**src/rtl/status_flag_unit_pkg.sv**
```systemverilog
`default_nettype none
// ============================================================================
//  Module      : status_flag_unit_pkg
//  Description : Shared constants for the status flag unit and the
//                condition checker. This covers the flag bit positions
//                inside the packed {z,c,n,v} word and the encoding of the
//                flag-update FSM states.
//  Revision    : 1.0 - initial release
// ============================================================================
package status_flag_unit_pkg;

    // Bit positions inside the packed status word {z,c,n,v}
    localparam int FLAG_Z = 3;
    localparam int FLAG_C = 2;
    localparam int FLAG_N = 1;
    localparam int FLAG_V = 0;

    localparam int FLAGS_W = 4;

    // Flag-update FSM state encoding
    localparam logic [0:0] ST_IDLE = 1'b0;
    localparam logic [0:0] ST_HELD = 1'b1;

endpackage : status_flag_unit_pkg
`default_nettype wire

```
**src/rtl/status_flag_unit_flag_gen.sv**
```systemverilog
`default_nettype none
// ============================================================================
//  Module      : flag_gen
//  Description : Combinational computation of the {z,c,n,v} flags for the
//                instruction in EXE. Logical ops leave C and V untouched,
//                so the current committed C/V are passed in and forwarded.
//  Ports       : alu_result   - ALU result (WIDTH bits)
//                alu_carry    - ALU carry-out
//                alu_overflow - ALU signed overflow
//                arith        - 1 = arithmetic op (C,V from ALU)
//                cur_c/cur_v  - currently committed C/V
//                flags        - computed flags {z,c,n,v}
//  Revision    : 1.0 - initial release
// ============================================================================
module flag_gen
    import status_flag_unit_pkg::*;
#(
    parameter int WIDTH = 32
) (
    input  logic [WIDTH-1:0]   alu_result,
    input  logic               alu_carry,
    input  logic               alu_overflow,
    input  logic               arith,
    input  logic               cur_c,
    input  logic               cur_v,
    output logic [FLAGS_W-1:0] flags
);

    always_comb begin
        flags         = '0;
        flags[FLAG_Z] = (alu_result == '0);
        flags[FLAG_N] = alu_result[WIDTH-1];
        flags[FLAG_C] = arith ? alu_carry    : cur_c;
        flags[FLAG_V] = arith ? alu_overflow : cur_v;
    end

endmodule : flag_gen
`default_nettype wire

```
**src/rtl/status_flag_unit.sv**
```systemverilog
`default_nettype none
// ============================================================================
//  Module      : status_flag_unit
//  Description : Committed condition-flag register with freeze handling,
//                flush, and exception save/restore of the flags.
//  Ports       : clk, rst_n        - clock, async active-low reset
//                alu_result/carry/overflow/arith - EXE-stage ALU outputs
//                s_bit, exe_valid  - flag-update request qualifiers
//                flush             - kill EXE instruction and held update
//                freeze            - stall; EXE instruction is re-presented
//                exc_save/restore  - copy flags to/from the saved register
//                status            - committed flags {z,c,n,v}
//                status_fwd        - next value of status (combinational)
//                held              - a frozen update is pending
//  Revision    : 1.0 - initial release
// ============================================================================
module status_flag_unit
    import status_flag_unit_pkg::*;
#(
    parameter int WIDTH = 32
) (
    input  logic               clk,
    input  logic               rst_n,
    input  logic [WIDTH-1:0]   alu_result,
    input  logic               alu_carry,
    input  logic               alu_overflow,
    input  logic               arith,
    input  logic               s_bit,
    input  logic               exe_valid,
    input  logic               flush,
    input  logic               freeze,
    input  logic               exc_save,
    input  logic               exc_restore,
    output logic [FLAGS_W-1:0] status,
    output logic [FLAGS_W-1:0] status_fwd,
    output logic               held
);

    logic [0:0]         state;
    logic [0:0]         state_next;
    logic [FLAGS_W-1:0] pending;
    logic [FLAGS_W-1:0] pending_next;
    logic [FLAGS_W-1:0] saved;
    logic [FLAGS_W-1:0] computed;
    logic [FLAGS_W-1:0] status_base;   // next status ignoring a restore
    logic               req;
    logic               commit;
    logic               load_new;

    flag_gen #(
        .WIDTH        (WIDTH)
    ) u_flag_gen (
        .alu_result   (alu_result),
        .alu_carry    (alu_carry),
        .alu_overflow (alu_overflow),
        .arith        (arith),
        .cur_c        (status[FLAG_C]),
        .cur_v        (status[FLAG_V]),
        .flags        (computed)
    );

    assign req  = exe_valid & s_bit & ~flush;
    assign held = (state == ST_HELD);

    always_comb begin
        // Leaving HELD commits the parked flags; the instruction that is
        // re-presented in that cycle is the same one, so its req is ignored.
        commit   = (state == ST_HELD) && !freeze && !flush;
        load_new = (state == ST_IDLE) && req && !freeze;

        status_base = status;
        if (commit) begin
            status_base = pending;
        end else if (load_new) begin
            status_base = computed;
        end

        // Restore wins over any update; saved still captures status_base.
        status_fwd = exc_restore ? saved : status_base;

        state_next   = state;
        pending_next = pending;
        if (flush) begin
            state_next   = ST_IDLE;
            pending_next = '0;
        end else if (state == ST_IDLE) begin
            if (req && freeze) begin
                state_next   = ST_HELD;
                pending_next = computed;
            end
        end else if (!freeze) begin
            state_next   = ST_IDLE;
            pending_next = '0;
        end
    end

    always_ff @(posedge clk or negedge rst_n) begin
        if (!rst_n) begin
            state   <= ST_IDLE;
            pending <= '0;
            saved   <= '0;
            status  <= '0;
        end else begin
            state   <= state_next;
            pending <= pending_next;
            status  <= status_fwd;
            if (exc_save) begin
                saved <= status_base;
            end
        end
    end

endmodule : status_flag_unit
`default_nettype wire

```
**config.mk**
```make
export PLATFORM = sky130hd
export DESIGN_NAME = status_flag_unit
export DESIGN_NICKNAME = d
export VERILOG_FILES = /design/src/rtl/status_flag_unit_pkg.sv /design/src/rtl/status_flag_unit_flag_gen.sv /design/src/rtl/status_flag_unit.sv
export SDC_FILE = /design/constraint.sdc
export NUM_CORES = 1
export LEC_CHECK = 0
export ABC_CLOCK_PERIOD_IN_PS = 4300
export CORE_MARGIN = 2
export CORE_UTILIZATION = 37
export DETAILED_ROUTE_END_ITERATION = 8
export HOLD_SLACK_MARGIN = 0.06
export MAX_ROUTING_LAYER = met4
export PLACE_DENSITY = 0.83
export SLEW_MARGIN = 5
export SYNTH_ARGS = -nofsm -noshare
export SYNTH_HDL_FRONTEND = slang
export SYNTH_SLANG_ARGS = --single-unit
```
**constraint.sdc**
```tcl
create_clock -name clk -period 4.3 [get_ports clk]
set_clock_uncertainty 0.05 [all_clocks]
set_input_delay 1.29 -clock clk [delete_from_list [all_inputs] [get_ports clk]]
set_output_delay 1.29 -clock clk [all_outputs]
set_load 0.03 [all_outputs]
```
==> results.json <==
{
  "status": "complete, but fails checks",
  "violations": "setup timing",
  "clock_latency_ps": 270,
  "synth.area.top_cells": "dfrtp_1 42%, nand2_1 5.9%, nor4_1 5.7%",
  "ant_nets": 0,
  "worst-path-buf-inv": 2,
  "drtPass1Iterations": 4,
  "via_per_inst": 5.43,
  "criticalPathCategory": "primary input to output port",
  "overflow": 0,
  "cp_num_cells": 6,
  "cts_tree": "yes",
  "synth_seq_cells": 13,
  "period_needed_ps": 4330,
  "finalSetupViolations": 1,
  "die-area_sq_mm": 0.00246,
  "peakVddDrop_v": 0.000177,
  "synth-main-ff-cell": "dfrtp_1",
  "drc": 0,
  "routed_wl_mm": 2.83,
  "crit_slowest_cell": "clkdlybuf4s50_1",
  "syn2layout_area_growth_pct": 91.9,
  "hold_depth": 1,
  "n_antenna_cell": 0,
  "rr_worst_depth": 4,
  "maxCapViolCount": 0,
  "num_rows": 16,
  "routabilityCongestion": 0.919,
  "core_area_sq_mm": 0.00196,
  "die_w_um": 49.6,
  "fillers": 139,
  "endpoint_kind": "output port",
  "cts_max_level": 1,
  "cpPeakStageDelay_ps": 410,
  "cp.required_ps": 2960,
  "finalHoldViolCount": 0,
  "timing.rr.end": "status[2]$_DFF_PN0_",
  "syn_area_per_cell_sq_um": 9.16,
  "grt_max_degree": 14,
  "wire_per_inst_um": 16.3,
  "period_share_pct": 101,
  "leakage_nw": 0.627,
  "port_buffers": 51,
  "synth_cell_types": 33,
  "grt_first_pass_wirelength_mm": 4.08,
  "place_ws_ps": -182,
  "grt.total_usage_pct": 22.0,
  "syn_inst": 84,
  "yosysMostFrequentCell": "dfrtp_1",
  "dp_hpwl_mm": 2.07,
  "syn_area_sq_um": 769,
  "drv_slew": 0,
  "grt_pass1_vias": 925,
  "path_cells": "clkdlybuf4s50_1, nor4_1, and4_4, a211oi_4, o41ai_2, buf_4",
  "cts_root_buf": "clkbuf_4",
  "total_power_uw": 342,
  "nNetsFinal": 191,
  "critPathArrivalTime_ps": 2990,
  "max_slew_margin_pct": 59.3,
  "drt_iter0_markers": 21,
  "antenna_found_initial": 0,
  "initial_core_util_pct": 39.2,
  "rsz0062_at_grt": "yes",
  "r2r-start": "held$_DFF_PN0_",
  "reg2reg_slack_ps": 2580,
  "clock_path_buffers": 2,
  "cpLargestDelayFamily": "buffers and inverters",
  "crit_fanout": 2,
  "cp-start-kind": "primary input",
  "synth_top_area_share_pct": 42.3,
  "ys_seq_area_share_pct": 42.3,
  "hp-class": "flip-flop to flip-flop",
  "tightest_slew_ps": 608,
  "power.density_mw_per_mm2": 232,
  "netlist_top_cells_count": "13 x dfrtp_1, 12 x nand2_1, 7 x nor4_1",
  "synth_top_area_cell": "dfrtp_1",
  "cts_num_sinks": 13,
  "holdCritStartpoint": "pending[0]$_DFFE_PN0P_",
  "synth_fp_nets": 127,
  "cts.reportedPaths.clkPinSlew_ps": 80,
  "synth_edf_count": 0,
  "num_vias": 944,
  "synthArstFlopShare_pct": 100,
  "die_h_um": 49.6,
  "numCtsBuffers": 3,
  "holdPathEnd": "pending[0]$_DFFE_PN0P_",
  "worst_slack_ps": -25.8,
  "synth_warnings": 0,
  "fmax_mhz": 231,
  "drive_gt1_share_pct": 23.1,
  "io_pins": 52
}
cells by family after synthesis:
family,after synthesis,synth area share [%]
AOI/OAI and AO/OA,24,22.0
buffers and inverters,7,4.71
DFF,13,42.3
muxes,2,2.60
and+or+nand+nor,38,28.5
metal layers:
layer | GRT usage [%] | share of wire [%] | routed length [um]
met1 | 26.9 | 42 | 1180
met2 | 36.4 | 52 | 1480
met3 | 2.73 | 4.3 | 122
met4 | 9.26 | 1.6 | 46
met5 | - | 0 | 0
cells in the final DEF (no fill, tap or decap), types with 3 or more instances in the layout:
cell type	netlist	final
nand3_1	3	3
clkdlybuf4s50_1	0	42
buf_4	2	16
nor4_1	7	3
o31ai_1	4	3
nor2_1	5	5
o21ai_1	3	3
nand2_1	12	12
a21oi_1	3	3
dfrtp_1	13	13
dlymetal6s2s_1	0	3
clkbuf_4	0	3
nor4_2	2	6
layout make-up:
| cell class | count | area (sq um) | area share, % |
|---|---|---|---|
| tap | 27 | 33.8 | 2.29 |
| timing repair buffer | 64 | 601 | 40.7 |
| sequential | 13 | 325 | 22.0 |
| inverter | 2 | 7.51 | 0.508 |
| clock buffer | 4 | 26.3 | 1.78 |
| multi-input combinational | 64 | 483 | 32.7 |
repair_timing:
| action | 4_1_cts | 5_1_grt |
|---|---|---|
| resized for setup | 6 | 14 |
| setup buffers | 1 | 1 |
| endpoints found under the setup margin | 2 | 4 |
| hold buffers | 0 | 0 |
| pin swaps | 6 | 8 |
metrics by stage:
stage / util (%) / hold WS (ps) / cell area [sq um] / TNS (ps) / instances
global route: 75.3 / 455 / 1480 / -99.1 / 174
detailed placement: 69.7 / 421 / 1370 / -188 / 168
floorplan: - / 394 / 777 / 0 / 84
finish: 75.3 / 443 / 1480 / -25.8 / 174
CTS: 72.1 / 442 / 1420 / 0 / 173
global placement: 69.7 / 408 / 1370 / -177 / 168
worst reg2reg max path: cells and delay by family, from the launching register on:
kind,cells,cell delay (ps)
compound gates,2,350
simple gates,1,420
flops,1,610
buf+inv,1,160
registers in the layout (all words and copies together), names as in the netlist:
register,cells
pending,4
status,4
saved,4
held,1
how the worst max path moves through the flow:
stage | endpoint | slack, ps | startpoint
2_1_floorplan | status_fwd[2] | 350 | flush
3_3_place_gp | status_fwd[0] | -180 | flush
3_5_place_dp | status_fwd[0] | -180 | flush
4_1_cts | status_fwd[3] | 2 | alu_result[30]
5_1_grt | status_fwd[3] | -100 | alu_result[14]
6_report | status_fwd[3] | -30 | alu_result[14]
where the power goes:
part | switching [mW] | internal (mW)
registers | 0.00842 | 0.132
clock network | 0.0393 | 0.0359
logic | 0.0589 | 0.0680
Power figures use the tool's default switching activity.
